**src/rtl/wb_write_arbiter.sv**
```systemverilog
// wb_write_arbiter: shares the single register-file write port between the
// writeback stage and results returning from long-latency units (mul/div).
// Long-latency results queue in a small FIFO and drain in cycles the pipeline
// leaves the port idle. A starvation counter, or a full FIFO with another
// result waiting, forces a one-cycle drain that stalls the writeback stage.
// Optional feature: define WB_ARB_BYPASS_EN to let a long-latency result skip
// the empty FIFO and write directly when the port is otherwise idle.
module wb_write_arbiter #(
    parameter int unsigned DEPTH        = 4,
    parameter int unsigned DATA_W       = 64,
    parameter int unsigned ADDR_W       = 5,
    parameter int unsigned STARVE_LIMIT = 4
) (
    input  logic                     clk,
    input  logic                     reset_n,
    input  logic                     pipe_wr_en,
    input  logic [ADDR_W-1:0]        pipe_wr_addr,
    input  logic [DATA_W-1:0]        pipe_wr_data,
    output logic                     pipe_stall,
    input  logic                     lu_valid,
    output logic                     lu_ready,
    input  logic [ADDR_W-1:0]        lu_addr,
    input  logic [DATA_W-1:0]        lu_data,
    output logic                     rf_wr_en,
    output logic [ADDR_W-1:0]        rf_wr_addr,
    output logic [DATA_W-1:0]        rf_wr_data,
    output logic [$clog2(DEPTH):0]   fifo_count
);

    localparam int unsigned PTR_W = $clog2(DEPTH);
    localparam int unsigned CNT_W = PTR_W + 1;
    localparam int unsigned SC_W  = $clog2(STARVE_LIMIT + 1);

    localparam logic [CNT_W-1:0]  FULL_CNT  = CNT_W'(DEPTH);
    localparam logic [SC_W-1:0]   LIMIT_CNT = SC_W'(STARVE_LIMIT);
    localparam logic [ADDR_W-1:0] XZR       = ADDR_W'(31);

    localparam logic [0:0] NORMAL = 1'b0;
    localparam logic [0:0] FORCE  = 1'b1;

    logic [0:0]        stateQ, stateD;
    logic [SC_W-1:0]   starveCntQ, starveCntD;
    logic [PTR_W-1:0]  wrPtrQ, rdPtrQ;
    logic [CNT_W-1:0]  countQ;

    logic [ADDR_W-1:0] addrMem [DEPTH];
    logic [DATA_W-1:0] dataMem [DEPTH];

    logic              fifoEmpty;
    logic              fifoFull;
    logic              pipeReal;
    logic              bypassGrant;
    logic              push;
    logic              pop;
    logic              grantValid;
    logic [ADDR_W-1:0] grantAddr;
    logic [DATA_W-1:0] grantData;
    logic              grantWrite;

    assign fifoEmpty  = (countQ == '0);
    assign fifoFull   = (countQ == FULL_CNT);
    assign lu_ready   = (countQ < FULL_CNT);
    assign pipe_stall = (stateQ == FORCE);
    assign fifo_count = countQ;

    // A write to XZR is a no-op, so it never blocks the FIFO head.
    assign pipeReal = pipe_wr_en && (pipe_wr_addr != XZR);

`ifdef WB_ARB_BYPASS_EN
    assign bypassGrant = (stateQ == NORMAL) && fifoEmpty && lu_valid && !pipeReal;
`else
    assign bypassGrant = 1'b0;
`endif

    // A bypassed result is written directly and never enters the FIFO.
    assign push = lu_valid && lu_ready && !bypassGrant;

    // Select which source owns the write port this cycle.
    always_comb begin
        grantValid = 1'b0;
        grantAddr  = pipe_wr_addr;
        grantData  = pipe_wr_data;
        pop        = 1'b0;
        if (stateQ == FORCE) begin
            if (!fifoEmpty) begin
                grantValid = 1'b1;
                grantAddr  = addrMem[rdPtrQ];
                grantData  = dataMem[rdPtrQ];
                pop        = 1'b1;
            end
        end else if (pipeReal) begin
            grantValid = 1'b1;
        end else if (!fifoEmpty) begin
            grantValid = 1'b1;
            grantAddr  = addrMem[rdPtrQ];
            grantData  = dataMem[rdPtrQ];
            pop        = 1'b1;
        end else if (bypassGrant) begin
            grantValid = 1'b1;
            grantAddr  = lu_addr;
            grantData  = lu_data;
        end
    end

    assign grantWrite = grantValid && (grantAddr != XZR);

    // Arbitration state and starvation tracking.
    always_comb begin
        stateD     = NORMAL;
        starveCntD = '0;
        if (stateQ == FORCE) begin
            // A forced drain may repeat only while the FIFO is still full and backed up.
            if (fifoFull && lu_valid) begin
                stateD = FORCE;
            end
        end else begin
            if (pipeReal && !fifoEmpty && (starveCntQ != LIMIT_CNT)) begin
                starveCntD = starveCntQ + SC_W'(1);
            end
            if (!fifoEmpty && ((starveCntD == LIMIT_CNT) || (fifoFull && lu_valid))) begin
                stateD = FORCE;
            end
        end
    end

    // State, counter and FIFO pointers.
    always_ff @(posedge clk or negedge reset_n) begin
        if (!reset_n) begin
            stateQ     <= NORMAL;
            starveCntQ <= '0;
            wrPtrQ     <= '0;
            rdPtrQ     <= '0;
            countQ     <= '0;
        end else begin
            stateQ     <= stateD;
            starveCntQ <= starveCntD;
            if (push) begin
                wrPtrQ <= wrPtrQ + PTR_W'(1);
            end
            if (pop) begin
                rdPtrQ <= rdPtrQ + PTR_W'(1);
            end
            if (push && !pop) begin
                countQ <= countQ + CNT_W'(1);
            end else if (pop && !push) begin
                countQ <= countQ - CNT_W'(1);
            end
        end
    end

    // FIFO storage; contents are meaningless outside the pointer window.
    always_ff @(posedge clk) begin
        if (push) begin
            addrMem[wrPtrQ] <= lu_addr;
            dataMem[wrPtrQ] <= lu_data;
        end
    end

    // Registered register-file write port.
    always_ff @(posedge clk or negedge reset_n) begin
        if (!reset_n) begin
            rf_wr_en   <= 1'b0;
            rf_wr_addr <= '0;
            rf_wr_data <= '0;
        end else begin
            rf_wr_en <= grantWrite;
            if (grantWrite) begin
                rf_wr_addr <= grantAddr;
                rf_wr_data <= grantData;
            end
        end
    end

endmodule

```
**config.mk**
```make
export PLATFORM = sky130hd
export DESIGN_NAME = wb_write_arbiter
export DESIGN_NICKNAME = d
export VERILOG_FILES = /design/src/rtl/wb_write_arbiter.sv
export SDC_FILE = /design/constraint.sdc
export NUM_CORES = 1
export LEC_CHECK = 0
export ABC_AREA = 0
export CORE_ASPECT_RATIO = 1.1
export CORE_MARGIN = 1
export CORE_UTILIZATION = 55
export CTS_BUF_LIST = sky130_fd_sc_hd__clkbuf_4
export CTS_CLUSTER_SIZE = 14
export DETAILED_ROUTE_END_ITERATION = 7
export PLACE_DENSITY_LB_ADDON = 0.15
export RECOVER_POWER = 50
export SYNTH_ARGS = -nofsm -noshare
export SYNTH_HDL_FRONTEND = slang
export SYNTH_SLANG_ARGS = --single-unit
```
**constraint.sdc**
```tcl
create_clock -name clk -period 5.6 [get_ports clk]
set_input_delay 0.84 -clock clk [delete_from_list [all_inputs] [get_ports clk]]
set_output_delay 0.84 -clock clk [all_outputs]
set_load 0.05 [all_outputs]
```
# After elaboration in Yosys (flattened, before gate mapping)

Memories as Yosys holds them, arrays and structs flattened.
Cells that the tools add are included.

$add $sub $neg: 5
Equality and inequality tests: 5
Reductions and logical operators: 15
Magnitude comparators: 1
Multiplexer cells: 21

Operators by type and width:

| cell                | count |
|---|---|
| $mux 64             | 3 |
| $mux 3              | 5 |
| $mux 5              | 3 |
| $mux 1              | 10 |
| $ne 5x5->1 const B  | 2 |
| $logic_and 1x1->1   | 9 |
| $add 3x1->3 const B | 2 |
| $eq 3x3->1 const B  | 2 |
| $add 2x1->2 const B | 2 |
| $logic_not 1->1     | 3 |
| $logic_not 3->1     | 1 |
| $lt 3x3->1 const B  | 1 |
| $ne 3x3->1 const B  | 1 |
| $sub 3x1->3 const B | 1 |
| $reduce_bool 2->1   | 1 |
| $logic_or 1x1->1    | 1 |

Memory bits (writable): 276
Word-level logic and storage cells: 57
Bits in registers: 81
Bits of input ports: 142
Memories kept: 2

Memory list:

| memory  | depth | bits a word | rd ports | clocked after Yosys merged registers in | wr ports | RTL line | source |
|---|---|---|---|---|---|---|---|
| dataMem | 4     | 64          | 1        | 0                                       | 1        | 47       | `logic [DATA_W-1:0] dataMem [DEPTH];` |
| addrMem | 4     | 5           | 1        | 0                                       | 1        | 46       | `logic [ADDR_W-1:0] addrMem [DEPTH];` |

# Depth between registers and ports, before layout

Gate-level depths: netlist of run 1.

Word-level depth: 11
Depth in mapped cells: 9
Depth with buffers taken out: 9

# Least setup slack after synthesis of run 1

OpenSTA, ideal clock, no wires.

Path kind: input -> register
Start: input lu_valid
End: memory addrMem[0][0] (enable)
Arrival time: 2.842 ns
Required time: 5.165 ns
Cell stages on the path: 3
Path slack: 2.324 ns
Path buffers: 1
Path through: nor2b_1 -> clkbuf_1 -> and2_1

Cells in the longest elaborated chain, start to end: 3

RTL lines:

| element                      | RTL line | source |
|---|---|---|
| from (decl)                  | 20       | `input logic lu_valid,` |
| $logic_and 1x1->1            | 76       | `assign push = lu_valid && lu_ready && !bypassGrant;` |
| net push                     | 53       | `logic push;` |
| $mux 1                       | 153      | `if (push) begin` |
| $mux 1 (not written as such) | 154      | `addrMem[wrPtrQ] <= lu_addr;` |
| to (decl)                    | 46       |  |

The timed path passes the listed nets, and every way through them passes these cells.

# Worst setup path after layout of run 1

Start: input lu_valid
End: memory dataMem[0][57] (enable)

Cells in the longest elaborated chain, start to end: 3

RTL lines:

| element                      | RTL line | source |
|---|---|---|
| $logic_and 1x1->1            | 76       |  |
| $mux 1                       | 153      |  |
| $mux 1 (not written as such) | 155      | `dataMem[wrPtrQ] <= lu_data;` |
| to (decl)                    | 47       |  |

Every way passes these cells.

==> flow_metrics.env, run 1 <==
export IMPL_slew_headroom_pct=-26.35
export IMPL_p_int_mw=5.999
export IMPL_peakVddDrop_mv=0.4147
export IMPL_wl_per_cell_um=20.73
export IMPL_design_core_area_mm2=0.02462
export IMPL_initial_utilization_pct=56.24
export IMPL_vias=7826
export IMPL_synth_area_mm2=0.01385
export IMPL_leakagePower_nw=6.155
export IMPL_outcome="finished with violations"
export IMPL_critPathLaunchType="input port"
export IMPL_pwr_share_comb_pct=35.4
export IMPL_p_seq_share_pct=41.5
export IMPL_synth_warnings=0
export IMPL_die_w_um=153.3
export IMPL_slew_violations=169
export IMPL_dp_cells=1223
export IMPL_clk_latency_ns=0.70
export IMPL_fin_crit_ns=3.258
export IMPL_timing_hold_ws_ns=0.4982
export IMPL_grt_pass1_vias=8429
export IMPL_io_buffer_count=216
export IMPL_track_usage_pct=23.23
export IMPL_rows=60
export IMPL_mostFrequentLayoutCell="edfxtp_1"
export IMPL_htree_levels=3
export IMPL_fmax_ghz=0.3069
export IMPL_grt_pass1_wl_um=44920
export IMPL_drt_wl_total_um=28790
export IMPL_drive_gt1_share_pct=21.69
export IMPL_syn_inst=735
export IMPL_post_cts_setup_buffers=0
export IMPL_drtPass1Iterations=5
export IMPL_syn_to_final_growth_pct=25.93
export IMPL_arrival_ns=3.50
export IMPL_root_buffer="clkbuf_4"
export IMPL_cp_max_fo=69
export IMPL_cts_repair_resized=0
export IMPL_cts_hold_buf=0
export IMPL_setup_viol=0
export IMPL_cp_end_kind="flop"
export IMPL_critPathKind="input port to flop"
export IMPL_fin_util_pct=70.82
export IMPL_max_slew_worst_pin_slew_ns=1.895
export IMPL_hold_viol=0
export IMPL_fin_nets=1151
export IMPL_ios=217
export IMPL_fin_setup_tns_ns=0
export IMPL_hp_class="flop to flop"
export IMPL_die_y_um=168.4
export IMPL_fin_crit_sh_pct=58.18
export IMPL_instances_no_fill=1389
export IMPL_antenna_left=0
export IMPL_power_density_mw_per_mm2=537.3
export IMPL_clkPwrFrac_pct=23.1
export IMPL_synth_seq_cells=357
export IMPL_gp_congestion=0.7771
export IMPL_seq_area_frac_synth_pct=74.49
export IMPL_clock_skew_ns=0.03893
export IMPL_worstPathRequired_ns=5.85
export IMPL_clk_path_buf_depth=3
export IMPL_grt_max_degree=71
export IMPL_synthDistinctLibCells=33
export IMPL_overflow=0
export IMPL_rsz0062_at_grt="false"
export IMPL_route_detailed_drc=0
export IMPL_switching_power_mw=3.372
export IMPL_dieArea_mm2=0.02582
export IMPL_failed_checks="max-capacitance violations, max-slew violations"
export IMPL_post_dp_hpwl_um=17000
export IMPL_clk_pin_slew_ns=0.06
export IMPL_drtIter0Drc=381
export IMPL_max_cap_violations=3
export IMPL_p_sw_share_pct=35.98
export IMPL_via_per_inst=5.634
export IMPL_antenna_found_initial=11
export IMPL_cts_tree="yes"
export IMPL_power_mw=9.370
export IMPL_synthesis_nets=885
export IMPL_final_cell_mix="edfxtp_1 (276), clkdlybuf4s50_1 (143), clkbuf_4 (133), o21ai_0 (120), dfrtp_1 (79)"
export IMPL_synth_avg_cell_area_um2=18.84
export IMPL_numClockSinks=357
export IMPL_cts_buffers=86
-- stage by stage --
stage	worst slack (ns)	cell area, um2
5_1_grt	2.183	17440
3_3_place_gp	1.929	16280
4_1_cts	2.472	17450
6_report	2.342	17440
3_5_place_dp	1.793	16280
2_1_floorplan	2.324	13850
-- kinds of logic after synthesis --
kind of cell	after synthesis	share of synthesized area (%)
XOR/XNOR	6	0.3795
flip-flops	357	74.48
adder cells (fa/ha/maj)	8	0.7770
AND/OR/NAND/NOR	28	1.084
AO/OA/AOI/OAI	143	5.493
multiplexers	134	15.93
buffers and inverters	59	1.852
-- layer usage --
| metal | vias to the layer above | global-route usage (%) | wire length [um] | part of all wire (%) |
|---|---|---|---|---|
| li1 | 3525 | - | - | - |
| met1 | 3900 | 29.17 | 11410 | 40 |
| met2 | 330 | 38.81 | 14540 | 50 |
| met3 | 59 | 5.869 | 2168 | 7.5 |
| met4 | 12 | 9.662 | 605 | 2.1 |
| met5 | - | 0 | 73 | 0.25 |
-- worst max-delay path, stage by stage --
cell and delay (ns):
dlygate4sd3_1 0.56, nor2b_1 0.53, and2_2 1.55
-- power groups by stage --
stage	Clock (mW)	Sequential, mW	Combinational (mW)
finish	2.16	3.89	3.32
global route	2.36	3.96	3.50
CTS	2.23	3.90	3.37
detailed placement	0	3.95	3.35
global placement	0	3.90	3.29
floorplan	0	4.65	1.50
-- final timing paths --
| path | from | end | slack (ns) | cells past startpoint |
|---|---|---|---|---|
| worst min register to register | rf_wr_addr[2] | rf_wr_addr[2] | 0.50 | 1 |
| min in group asynchronous | reset_n | rf_wr_data[43] | 0.59 | 1 |
| worst min-delay path | rf_wr_addr[2] | rf_wr_addr[2] | 0.50 | 1 |
| worst max-delay path | lu_valid | dataMem[0][57] | 2.34 | 3 |
| max in group asynchronous | reset_n | rdPtrQ[1] | 3.38 | 2 |
| worst max register to register | rdPtrQ[1] | rf_wr_data[13] | 2.52 | 6 |
-- registers in the layout, summed over array words and instances (netlist names) --
name,cells
pipe_stall,1
fifo_count,3
wrPtrQ,2
rf_wr_en,1
rf_wr_data,64
dataMem,256
rf_wr_addr,5
rdPtrQ,2
starveCntQ,3
addrMem,20
-- cell type report --
type	instances	area (um2)
Tap cell	310	387.9
Antenna cell	5	12.51
Sequential cell	357	10320
Timing Repair Buffer	224	2216
Clock inverter	28	167.7
Fill cell	1623	7184
Multi-Input combinational cell	319	3286
Clock buffer	133	998.5
Inverter	13	48.80
-- Yosys cell counts (all sizes together) --
master / n / area (um2)
a21oi: 4 / 35.03
nor3b: 2 / 15.01
mux4: 69 / 1554
nand2b: 1 / 6.260
clkbuf: 30 / 112.6
nor2: 7 / 26.28
o21ai: 130 / 650.6
inv: 13 / 48.79
and3: 2 / 12.51
buf: 16 / 95.09
a32o: 1 / 10.01
dfrtp: 81 / 2027
edfxtp: 276 / 8288
o21a: 2 / 15.01
mux2i: 64 / 640.6
a211oi: 2 / 25.02
nand2: 3 / 11.26
nand4: 2 / 12.51
ha: 7 / 87.58
nor3: 2 / 10.01
xnor2: 5 / 43.79
and2: 5 / 31.28
o22ai: 4 / 25.02
fa: 1 / 20.02
mux2: 1 / 11.26
nor2b: 3 / 18.77
or2: 1 / 6.260
xor2: 1 / 8.760
Note: power is estimated with default switching activity, not from simulation.
==> run 2: changes to the inputs <==
==> constraint.sdc (replaced) <==
create_clock -name clk -period 3 [get_ports clk]
set_input_delay 0.45 -clock clk [delete_from_list [all_inputs] [get_ports clk]]
set_output_delay 0.45 -clock clk [all_outputs]
set_load 0.05 [all_outputs]
==> run 2 against run 1 <==
Net effect:
- the flow now finishes without violations
- critical endpoint is now dataMem[1][63]
- sequential cell count stayed put
- critical path type is now flop to flop
- global-route usage is 0.67 points higher
- total power is 88% higher
- clock power is 85% higher
- highest routed layer unchanged
- non-clock buffer count is 18 higher
- count of clock-buffer cells in the layout is 6 lower
==> flow_metrics.env, run 2 (synthesis gave the netlist of run 1 again) <==
export IMPL_outcome="completed"
export IMPL_clk_latency_ns=0.68
export IMPL_worst_path_buf_inv=2
export IMPL_power_density_mw_per_mm2=995.3
export IMPL_fin_nets=1171
export IMPL_via_per_inst=5.608
export IMPL_setup_viol=0
export IMPL_die_w_um=153.3
export IMPL_largest_reg_flops=256
export IMPL_max_stage_delay_ns=0.94
export IMPL_post_dp_hpwl_um=18630
export IMPL_mostFrequentLayoutCell="edfxtp_1"
export IMPL_num_fill_cells=1564
export IMPL_leakagePower_nw=6.281
export IMPL_numClockSinks=357
export IMPL_drtIter0Drc=556
export IMPL_syn_to_final_growth_pct=28.03
export IMPL_vias=7918
export IMPL_fin_setup_tns_ns=0
export IMPL_cts_buffers=88
export IMPL_arrival_ns=2.90
export IMPL_cts_tree="yes"
export IMPL_grt_pass1_vias=8631
export IMPL_grt_pass1_wl_um=46090
export IMPL_drive_gt1_share_pct=22.49
export IMPL_worstPathRequired_ns=3.36
export IMPL_largest_register="dataMem"
export IMPL_cp_max_fo=25
export IMPL_design_core_area_mm2=0.02462
export IMPL_drtPass1Iterations=5
export IMPL_dieArea_mm2=0.02582
export IMPL_clk_path_buf_depth=3
export IMPL_rsz0062_at_grt="false"
export IMPL_antenna_left=0
export IMPL_critPathTopFamily="simple AND/OR/NAND/NOR gates"
export IMPL_peakVddDrop_mv=0.5932
export IMPL_clock_skew_ns=0.03501
export IMPL_ios=217
export IMPL_wl_per_cell_um=20.89
export IMPL_max_slew_worst_pin_slew_ns=1.152
export IMPL_fmax_ghz=0.3937
export IMPL_initial_utilization_pct=56.24
export IMPL_gp_congestion=0.7525
export IMPL_antenna_found_initial=9
export IMPL_hold_viol=0
export IMPL_fin_crit_ns=2.540
export IMPL_htree_levels=3
export IMPL_die_y_um=168.4
export IMPL_final_cell_mix="edfxtp_1 (276), clkdlybuf4s50_1 (146), clkbuf_4 (127), o21ai_0 (120), dfrtp_1 (79)"
export IMPL_cp_cell_sequence="nor2b_1 -> clkbuf_1 -> and2_1 -> buf_12"
export IMPL_slew_violations=0
export IMPL_slew_headroom_pct=23.19
export IMPL_overflow=0
export IMPL_io_buffer_count=216
export IMPL_cp_end_kind="flop"
export IMPL_root_buffer="clkbuf_4"
export IMPL_rows=60
export IMPL_drt_wl_total_um=29500
export IMPL_fin_crit_sh_pct=84.67
export IMPL_route_detailed_drc=0
export IMPL_grt_max_degree=82
export IMPL_reg_top3="dataMem: 256 flops, rf_wr_data: 64 flops, addrMem: 20 flops"
export IMPL_critPathKind="flop to flop"
export IMPL_post_cts_setup_buffers=0
export IMPL_track_usage_pct=23.90
export IMPL_clk_pin_slew_ns=0.07
export IMPL_crit_slowest_cell="and2_1"
export IMPL_final_cell_area_mm2=0.01773
export IMPL_max_cap_violations=0
export IMPL_critPathLaunchType="flop"
export IMPL_fin_util_pct=72.00
export IMPL_hp_class="input port to flop"
export IMPL_dpl_cell_area_mm2=0.01656
==> run 2: changes by cell type in the layout (fill, tap and decap cells not counted), moves of 5 or more <==
cell and change:
clkbuf_4 -6, buf_4 +5, buf_12 +12, clkinv_1 +5
==> run 2: layout make-up <==
type,instances,area [um2],area share (%)
Antenna cell,8,20.02,0.1129
Clock buffer,127,953.4,5.378
Clock inverter,36,197.7,1.115
Inverter,13,48.80,0.2752
Multi-Input combinational cell,319,3296,18.59
Sequential cell,357,10320,58.22
Tap cell,310,387.9,2.188
Timing Repair Buffer,242,2504,14.12
==> run 2: worst paths after layout <==
kind,slack [ns],cells past startpoint,from,to
setup / recovery,0.46,4,fifo_count[2],dataMem[1][63]
max in group asynchronous,1.61,2,reset_n,rdPtrQ[1]
hold / removal,0.40,3,pipe_wr_data[27],rf_wr_data[27]
hold reg to reg,0.51,2,rf_wr_data[8],rf_wr_data[8]
min in group asynchronous,0.54,2,reset_n,starveCntQ[1]
setup reg to reg,0.46,4,fifo_count[2],dataMem[1][63]
==> run 2: what timing repair did <==
action                                 4_1_cts  5_1_grt
setup endpoints to repair                    0        0
resized for setup                            0        0
hold buffers                                 1        0
endpoints found under the hold margin       45        0
==> run 2: worst register-to-register path: cells and delay by family, from the launching register on <==
| family | cells | cell delay (ns) |
|---|---|---|
| and+or+nand+nor | 2 | 1.23 |
| buffers and inverters | 2 | 0.59 |
| DFF | 1 | 0.42 |
==> run 2: through the flow <==
| step | power (mW) | setup slack [ns] | hold slack, ns | instances |
|---|---|---|---|---|
| CTS | 17.91 | 0.4996 | 0.3317 | 1404 |
| floorplan | 11.47 | 0.6767 | 0.1544 | 735 |
| global route | 18.51 | 0.3398 | 0.3720 | 1409 |
| detailed placement | 13.84 | 0.1283 | 0.4972 | 1240 |
| global placement | 13.62 | 0.2934 | 0.4796 | 1240 |
| finish | 17.65 | 0.4600 | 0.3989 | 1412 |
==> run 2: layer usage <==
metal	up-vias	global-route usage (%)	wire [um]
met2	305	41.23	15400
li1	3572	-	-
met4	6	8.740	387
met5	-	0	33
met3	41	5.714	2119
met1	3994	29.54	11560
==> run 2: where the power goes <==
| part | internal [mW] | switching [mW] | leakage (nW) |
|---|---|---|---|
| clock | 2.14 | 1.86 | 0.684 |
| combinational | 2.68 | 4.03 | 2.14 |
| sequential | 6.46 | 0.481 | 3.46 |
==> run 3: changes to the inputs <==
==> constraint.sdc (replaced) <==
create_clock -name clk -period 2.49 [get_ports clk]
set_input_delay 0.3735 -clock clk [delete_from_list [all_inputs] [get_ports clk]]
set_output_delay 0.3735 -clock clk [all_outputs]
set_load 0.05 [all_outputs]
==> run 3 against run 2 <==
Net effect:
- sequential share of layout area is essentially flat
- clock skew grew 0.0059 ns
- clock power grew 18%
- worst hold slack lost 0.071 ns
- via count grew 0.62%
- sequential power grew 21%
- final area is essentially flat
- register-to-register slack lost 0.29 ns
- first-iteration DRC count shrank 19%
- final cell count grew 0.21%
- die area is the same
- critical path depth shrank 3
- critical path type is now flop to output port
- highest routed layer unchanged
==> flow_metrics.env, run 3 (synthesis gave the netlist of run 1 again) <==
export IMPL_initial_utilization_pct=56.24
export IMPL_post_dp_hpwl_um=18800
export IMPL_mostFrequentLayoutCell="edfxtp_1"
export IMPL_drt_wl_total_um=29840
export IMPL_cts_buffers=85
export IMPL_root_buffer="clkbuf_4"
export IMPL_antenna_left=0
export IMPL_fin_crit_sh_pct=95.51
export IMPL_hold_viol=0
export IMPL_critPathLaunchType="flop"
export IMPL_clk_latency_ns=0.69
export IMPL_track_usage_pct=24.06
export IMPL_crit_slowest_cell="clkdlybuf4s50_1"
export IMPL_critPathTopFamily="buffers and inverters"
export IMPL_grt_max_degree=55
export IMPL_wl_per_cell_um=21.08
export IMPL_setup_viol=0
export IMPL_rsz0062_at_grt="false"
export IMPL_grt_pass1_vias=8697
export IMPL_setup_ws_ns=0.1119
export IMPL_critPathKind="flop to output port"
export IMPL_drtIter0Drc=453
export IMPL_cp_max_fo=5
export IMPL_numClockSinks=357
export IMPL_max_slew_worst_pin_slew_ns=1.482
export IMPL_overflow=0
export IMPL_worstPathRequired_ns=2.12
export IMPL_place_ws_ns=-0.1814
export IMPL_clock_skew_ns=0.04092
export IMPL_fin_nets=1178
export IMPL_arrival_ns=2.00
export IMPL_fmax_ghz=0.4205
export IMPL_max_stage_delay_ns=0.85
export IMPL_io_buffer_count=216
export IMPL_clk_pin_slew_ns=0.07
export IMPL_ios=217
export IMPL_grt_pass1_wl_um=46460
export IMPL_via_per_inst=5.630
export IMPL_cp_end_kind="output port"
export IMPL_fin_crit_ns=2.378
export IMPL_worst_path_buf_inv=1
export IMPL_drive_gt1_share_pct=23.11
export IMPL_cts_tree="yes"
export IMPL_antenna_found_initial=11
export IMPL_final_cell_mix="edfxtp_1 (276), clkdlybuf4s50_1 (145), clkbuf_4 (131), o21ai_0 (120), dfrtp_1 (79)"
export IMPL_design_core_area_mm2=0.02462
export IMPL_hp_class="input port to flop"
export IMPL_timing_hold_ws_ns=0.3280
export IMPL_max_cap_violations=0
export IMPL_rows=60
export IMPL_peakVddDrop_mv=0.9150
export IMPL_syn_to_final_growth_pct=28.01
export IMPL_clk_path_buf_depth=3
export IMPL_cp_cell_sequence="clkdlybuf4s50_1"
export IMPL_drtPass1Iterations=5
export IMPL_slew_violations=0
export IMPL_leakagePower_nw=6.296
export IMPL_route_detailed_drc=0
export IMPL_htree_levels=3
export IMPL_power_density_mw_per_mm2=1195
export IMPL_gp_congestion=0.7889
export IMPL_die_y_um=168.4
export IMPL_die_w_um=153.3
export IMPL_vias=7967
export IMPL_reg_top3="dataMem: 256 flops, rf_wr_data: 64 flops, addrMem: 20 flops"
export IMPL_largest_reg_flops=256
export IMPL_dieArea_mm2=0.02582
export IMPL_outcome="completed"
export IMPL_largest_register="dataMem"
export IMPL_slew_headroom_pct=1.205
## run 3: report_power, final
group	leakage (nW)	switching, mW	total (mW)	internal [mW]
clock network	0.663	2.20	4.72	2.51
registers	3.46	0.594	8.38	7.78
logic	2.17	4.85	8.09	3.24
## run 3: metal layers
| metal | vias up | GRT usage, % | wire length, um |
|---|---|---|---|
| met4 | 8 | 8.125 | 534 |
| met2 | 301 | 41.83 | 15600 |
| met1 | 4023 | 28.79 | 11620 |
| li1 | 3579 | - | - |
| met5 | - | 0 | 44 |
| met3 | 56 | 7.053 | 2038 |
## run 3: path summary, 6_finish.rpt
kind,startpoint,depth (start not counted),slack [ns],end
setup / recovery,fifo_count[0],1,0.11,fifo_count[0]
hold / removal,pipe_wr_data[55],3,0.33,rf_wr_data[55]
setup reg to reg,fifo_count[0],9,0.17,rf_wr_data[59]
hold reg to reg,rf_wr_addr[2],1,0.50,rf_wr_addr[2]
max in group asynchronous,reset_n,3,0.72,rf_wr_data[21]
min in group asynchronous,reset_n,2,0.58,rf_wr_data[0]
## run 3: what timing repair did
item | 4_1_cts | 5_1_grt
gates resized for setup | 0 | 1
buffers inserted | 0 | 0
hold endpoints to repair | 44 | 0
hold buffers | 1 | 0
setup endpoints to repair | 0 | 1
## run 3: cell type report
type                    instances  area, um2
clock inverters                27      141.4
fillers                      1570       6897
clock buffers                 131      983.4
flip-flops and latches        357      10320
inverters                      13      48.80
diodes                          6      15.01
repair buffers                252       2549
multi-input cells             319       3279
well taps                     310      387.9
## run 3: stage by stage
| stage | setup TNS [ns] | utilization (%) | cell area, um2 | cells | power, mW |
|---|---|---|---|---|---|
| after CTS | 0 | 72.10 | 17750 | 1409 | 21.48 |
| after global placement | -0.2327 | 67.49 | 16620 | 1250 | 16.44 |
| after global routing | 0 | 71.98 | 17720 | 1414 | 22.22 |
| after floorplan | 0 | - | 13850 | 735 | 13.82 |
| after detailed placement | -8.329 | 67.49 | 16620 | 1250 | 16.72 |
| final | 0 | 71.99 | 17730 | 1415 | 21.18 |
